**config.mk**
```make
export PLATFORM = sky130hd
export DESIGN_NAME = piso_serializer
export DESIGN_NICKNAME = d
export VERILOG_FILES = /design/src/rtl/piso_pkg.sv /design/src/rtl/piso_serializer.sv
export SDC_FILE = /design/constraint.sdc
export NUM_CORES = 1
export LEC_CHECK = 0
export CAP_MARGIN = 20
export CORE_MARGIN = 1.5
export CORE_UTILIZATION = 47
export CTS_BUF_LIST = sky130_fd_sc_hd__clkbuf_16
export DETAILED_ROUTE_END_ITERATION = 12
export HOLD_SLACK_MARGIN = 0.06
export PLACE_DENSITY = 0.83
export RECOVER_POWER = 100
export SETUP_SLACK_MARGIN = 0.1
export SLEW_MARGIN = 20
export SYNTH_ARGS = -nofsm -noshare
export SYNTH_HDL_FRONTEND = slang
export SYNTH_SLANG_ARGS = --single-unit
```
**constraint.sdc**
```tcl
create_clock -name clk -period 1.5 [get_ports clk]
set_input_delay 0.375 -clock clk [delete_from_list [all_inputs] [get_ports clk]]
set_output_delay 0.375 -clock clk [all_outputs]
set_load 0.02 [all_outputs]
```
**src/rtl/piso_pkg.sv**
```systemverilog
// ---------------------------------------------------------------------------
// piso_pkg
//   Shared definitions for the parallel-in / serial-out serializer.
//   - state_t        : serializer FSM states (IDLE, SHIFT)
//   - PISO_WIDTH_DEF : default parallel word width
// ---------------------------------------------------------------------------
package piso_pkg;

  typedef enum logic {
    IDLE  = 1'b0,  // no word shifting
    SHIFT = 1'b1   // shift register is presenting bits
  } state_t;

  localparam int PISO_WIDTH_DEF = 4;

endpackage

```
**src/rtl/piso_serializer.sv**
```systemverilog
// ---------------------------------------------------------------------------
// piso_serializer
//   Converts parallel words into a bit stream. It has a one-word hold buffer,
//   so an upstream word can be accepted while the previous word is still
//   shifting. Consecutive words leave back to back with no idle cycle.
//
// Parameters
//   WIDTH     : parallel word width, 2..32
//   MSB_FIRST : 1 = bit WIDTH-1 is sent first, 0 = bit 0 is sent first
//
// Ports
//   clk          : clock; all state updates on its rising edge
//   reset        : synchronous, active-high reset
//   in_valid     : data_in holds a word to be serialized
//   in_ready     : a word is accepted this cycle (in_valid && in_ready)
//   data_in      : parallel word
//   shift_en     : downstream takes the current serial bit this cycle
//   serial_out   : current serial bit (0 when serial_valid is low)
//   serial_valid : serial_out is meaningful
//   frame_start  : first bit of a word is presented
//   frame_end    : last bit of a word is presented
//   busy         : a word is shifting or a word is held
// ---------------------------------------------------------------------------
module piso_serializer
  import piso_pkg::*;
#(
  parameter int unsigned WIDTH     = PISO_WIDTH_DEF,
  parameter bit          MSB_FIRST = 1'b1
) (
  input  logic             clk,
  input  logic             reset,
  input  logic             in_valid,
  output logic             in_ready,
  input  logic [WIDTH-1:0] data_in,
  input  logic             shift_en,
  output logic             serial_out,
  output logic             serial_valid,
  output logic             frame_start,
  output logic             frame_end,
  output logic             busy
);

  localparam int unsigned   CW       = $clog2(WIDTH);
  localparam logic [CW-1:0] CNT_LAST = CW'(WIDTH - 1);

  state_t           r_state,      w_state_nxt;
  logic [WIDTH-1:0] r_shift,      w_shift_nxt;
  logic [CW-1:0]    r_cnt,        w_cnt_nxt;
  logic [WIDTH-1:0] r_hold,       w_hold_nxt;
  logic             r_hold_valid, w_hold_valid_nxt;

  logic w_xfer;
  logic w_last;
  logic w_valid;
  logic w_wrap;

  // Move the register one position toward the serial output.
  function automatic logic [WIDTH-1:0] shift_once(input logic [WIDTH-1:0] v);
    return MSB_FIRST ? {v[WIDTH-2:0], 1'b0} : {1'b0, v[WIDTH-1:1]};
  endfunction

  assign in_ready = !reset && !r_hold_valid;
  assign w_xfer   = in_valid && in_ready;
  assign w_last   = (r_cnt == CNT_LAST);
  assign w_valid  = (r_state == SHIFT);
  // The last bit of the current word is consumed on this edge.
  assign w_wrap   = w_valid && shift_en && w_last;

  // NOTE: every signal driven here gets a default first, so no path can
  // leave a value unassigned and infer a latch.
  always_comb begin
    w_state_nxt      = r_state;
    w_shift_nxt      = r_shift;
    w_cnt_nxt        = r_cnt;
    w_hold_nxt       = r_hold;
    w_hold_valid_nxt = r_hold_valid;

    case (r_state)
      IDLE: begin
        if (w_xfer) begin
          w_shift_nxt = data_in;
          w_cnt_nxt   = '0;
          w_state_nxt = SHIFT;
        end
      end

      SHIFT: begin
        if (shift_en && !w_last) begin
          w_shift_nxt = shift_once(r_shift);
          w_cnt_nxt   = r_cnt + CW'(1);
        end else if (w_wrap) begin
          // Reload without a gap: the held word is older, so it goes first.
          w_cnt_nxt = '0;
          if (r_hold_valid) begin
            w_shift_nxt      = r_hold;
            w_hold_valid_nxt = 1'b0;
          end else if (w_xfer) begin
            w_shift_nxt = data_in;
          end else begin
            w_shift_nxt = '0;
            w_state_nxt = IDLE;
          end
        end

        // A word accepted mid-frame parks in the hold buffer. A transfer can
        // only happen when the hold buffer is empty, so nothing is overwritten.
        if (w_xfer && !w_wrap) begin
          w_hold_nxt       = data_in;
          w_hold_valid_nxt = 1'b1;
        end
      end

      default: w_state_nxt = IDLE;
    endcase
  end

  // NOTE: sequential state uses non-blocking assignments so every register
  // samples the pre-edge values. The data registers are cleared on reset
  // too: the shift register drives serial_out, and a stale hold word must
  // never come back after an aborted frame.
  always_ff @(posedge clk) begin
    if (reset) begin
      r_state      <= IDLE;
      r_shift      <= '0;
      r_cnt        <= '0;
      r_hold       <= '0;
      r_hold_valid <= 1'b0;
    end else begin
      r_state      <= w_state_nxt;
      r_shift      <= w_shift_nxt;
      r_cnt        <= w_cnt_nxt;
      r_hold       <= w_hold_nxt;
      r_hold_valid <= w_hold_valid_nxt;
    end
  end

  assign serial_valid = w_valid;
  assign serial_out   = w_valid && (MSB_FIRST ? r_shift[WIDTH-1] : r_shift[0]);
  assign frame_start  = w_valid && (r_cnt == '0);
  assign frame_end    = w_valid && w_last;
  assign busy         = w_valid || r_hold_valid;

endmodule

```
==> results.sh <==
export IMPL_status="finished, violations left"
export IMPL_failed_checks="negative setup slack"
export IMPL_criticalPathCategory="register to register"
export IMPL_synth_net_count=82
export IMPL_drc=0
export IMPL_syn_avg_cell_area_sq_um=9.12
export IMPL_ys_seq_area_share_pct=36.6
export IMPL_layout_common_cells="buf_4 (17), dfxtp_1 (9), nor2_1 (7)"
export IMPL_layoutNonFillerInstCount=121
export IMPL_clk_pin_slew_worst_paths_ns=0.04
export IMPL_synthToLayoutAreaGrowth_pct=71.0
export IMPL_port_buffers=13
export IMPL_worst_path_max_fanout=5
export IMPL_combPwrFrac_pct=22.8
export IMPL_gp_congestion=0.798
export IMPL_grt_pass1_vias=632
export IMPL_start_kind="register"
export IMPL_ys_warn_count=0
export IMPL_wl_per_cell_microns=18.1
export IMPL_grt_pass1_wl_microns=3070
export IMPL_finalSetupViolations=1
export IMPL_hold_path_class="register to register"
export IMPL_worst_slew_pin_slew_ns=0.234
export IMPL_ant_nets=0
export IMPL_dr_first_iter_drc_count=25
export IMPL_numCtsBuffers=3
export IMPL_p_int_mw=0.812
export IMPL_holdWs_ns=0.492
export IMPL_drtPass1Iterations=4
export IMPL_final_common_cell="buf_4"
export IMPL_cts_buffer_depth=2
export IMPL_ir_worst_vdd_uv=784
export IMPL_via_per_inst=5.73
export IMPL_cts_tree="built"
export IMPL_hold_violations=0
export IMPL_worstPathRequired_ns=1.65
export IMPL_post_route_period_util_pct=100
export IMPL_cts_sinks=12
export IMPL_skew_ns=0.00243
export IMPL_htree_levels=1
export IMPL_end_kind="register"
export IMPL_synth_ff_latch_count=12
export IMPL_max_freq_mhz=666
export IMPL_worstPathArrival_ns=1.65
export IMPL_overflow=0
export IMPL_postSynthCellCount=72
export IMPL_syn_area_sq_um=657
export IMPL_rsz0062_at_grt="yes"
export IMPL_p_leak_nw=0.477
export IMPL_layout_nets=118
export IMPL_initial_core_util_pct=50.5
export IMPL_finalMaxSlewViolations=0
export IMPL_fin_util_pct=86.3
export IMPL_drt_wl_total_microns=2190
export IMPL_dieArea_sq_um=1630
export IMPL_dp_cells=105
export IMPL_grt_use_total_pct=29.7
export IMPL_switchingPower_mw=0.279
export IMPL_dr_total_vias=693
export IMPL_fin_crit_ns=1.50
export IMPL_power_frac_seq_pct=32.8
export IMPL_detailed_place_hpwl_microns=1010
export IMPL_grt_max_degree=13
export IMPL_clock_latency_ns=0.24
export IMPL_power_density_nw_per_um2=971
export IMPL_max_cap_violations=0
export IMPL_fp_row_count=13
export IMPL_chipWidth_microns=40.4
export IMPL_synth_distinct_cells=29
export IMPL_swShare_pct=25.6
export IMPL_die_h_microns=40.4
export IMPL_max_slew_margin_pct=84.3
export IMPL_antenna_cells=0
export IMPL_setup_tns_final_ns=-0.00123
export IMPL_final_layout_size_suffix_gt1_share_pct=47.2
export IMPL_fin_ws_ns=-0.00123
export IMPL_core_area_sq_um=1300
export IMPL_antenna_found_initial=0
export IMPL_clockPowerShare_pct=44.4
export IMPL_root_buffer="clkbuf_16"
export IMPL_pin_count=14
-- Yosys cell counts (all sizes together) --
library cell	instances	area share, %
a311oi	1	1.3
a221oi	4	5.3
nand2	5	2.9
nor2	8	5.0
nor4b	1	2.3
and2	3	2.9
o21ai	3	2.3
or2	1	0.95
and2b	1	1.5
nand3b	2	2.3
a31o	1	2.7
a21oi	4	4.2
a32oi	1	1.3
buf	4	4.4
nand4b	1	1.3
nand4	1	1.9
ha	2	3.8
nand2b	1	0.95
a211oi	1	1.1
dfxtp	12	37
nor3	3	2.3
inv	3	1.7
clkbuf	1	0.57
nor2b	3	2.9
mux2i	5	7.6
-- per-stage QoR --
stage / setup slack (ns) / cell area, sq um / power, mW
floorplan: 0.114 / 657 / 0.460
global placement: -0.422 / 848 / 0.532
detailed placement: -0.418 / 848 / 0.536
CTS: -0.00173 / 1050 / 1.06
global route: -0.0498 / 1120 / 1.13
finish: -0.00123 / 1120 / 1.09
-- layer usage --
metal | track usage, % | up-vias | wire (microns) | part of all wire (%)
met2 | 46.0 | 24 | 1090 | 50
met5 | 0 | - | 0 | 0
met4 | 11.7 | 0 | 26 | 1.2
met1 | 39.4 | 339 | 1000 | 46
li1 | - | 326 | - | -
met3 | 6.67 | 4 | 70 | 3.2
-- power groups by stage --
| stage | sequential [mW] | combinational (mW) | clock [mW] |
|---|---|---|---|
| after CTS | 0.359 | 0.213 | 0.486 |
| final | 0.358 | 0.249 | 0.484 |
| after global routing | 0.361 | 0.261 | 0.506 |
| after global placement | 0.361 | 0.171 | 0 |
| after floorplan | 0.356 | 0.104 | 0 |
| after detailed placement | 0.361 | 0.175 | 0 |
-- cell type report --
cell class,instances,area (sq um)
sequential,12,249
multi-input combinational,53,463
clock buffer,3,75.1
timing repair buffer,35,307
inverter,3,11.3
fill,65,178
tap,15,18.8
-- registers in the layout, indices dropped and copies added (netlist names) --
name,cells
r_hold,4
serial_valid,1
r_hold_valid,1
r_shift,4
r_cnt,2
-- worst paths after layout --
kind                  start    endpoint  slack, ns  depth (start not counted)
setup / recovery   r_cnt[0]  r_shift[1]     -0.001                          6
hold / removal    r_hold[2]   r_hold[2]       0.49                          2
setup reg to reg   r_cnt[0]  r_shift[1]     -0.001                          6
hold reg to reg   r_hold[2]   r_hold[2]       0.49                          2
-- kinds of logic after synthesis --
logic type | share of synthesized area [%]
AOI/OAI and AO/OA | 18.3
adders and majority gates | 3.81
buffers and inverters | 6.67
DFF | 36.6
muxes | 7.62
and+or+nand+nor | 27.0
-- critical path, stage by stage (launching register included) --
cell and delay [ns]:
dfxtp_4 0.35, ha_4 0.16, buf_6 0.11, and2b_4 0.28
mux2i_2 0.26, a221oi_2 0.09, nor3_1 0.16
-- what timing repair did --
action,CTS,global route
cloned,1,0
resized for setup,48,8
buffers inserted,6,6
hold buffers,0,0
pin swaps,9,4
endpoints found under the setup margin,16,13
Note: power is estimated with default switching activity, not from simulation.
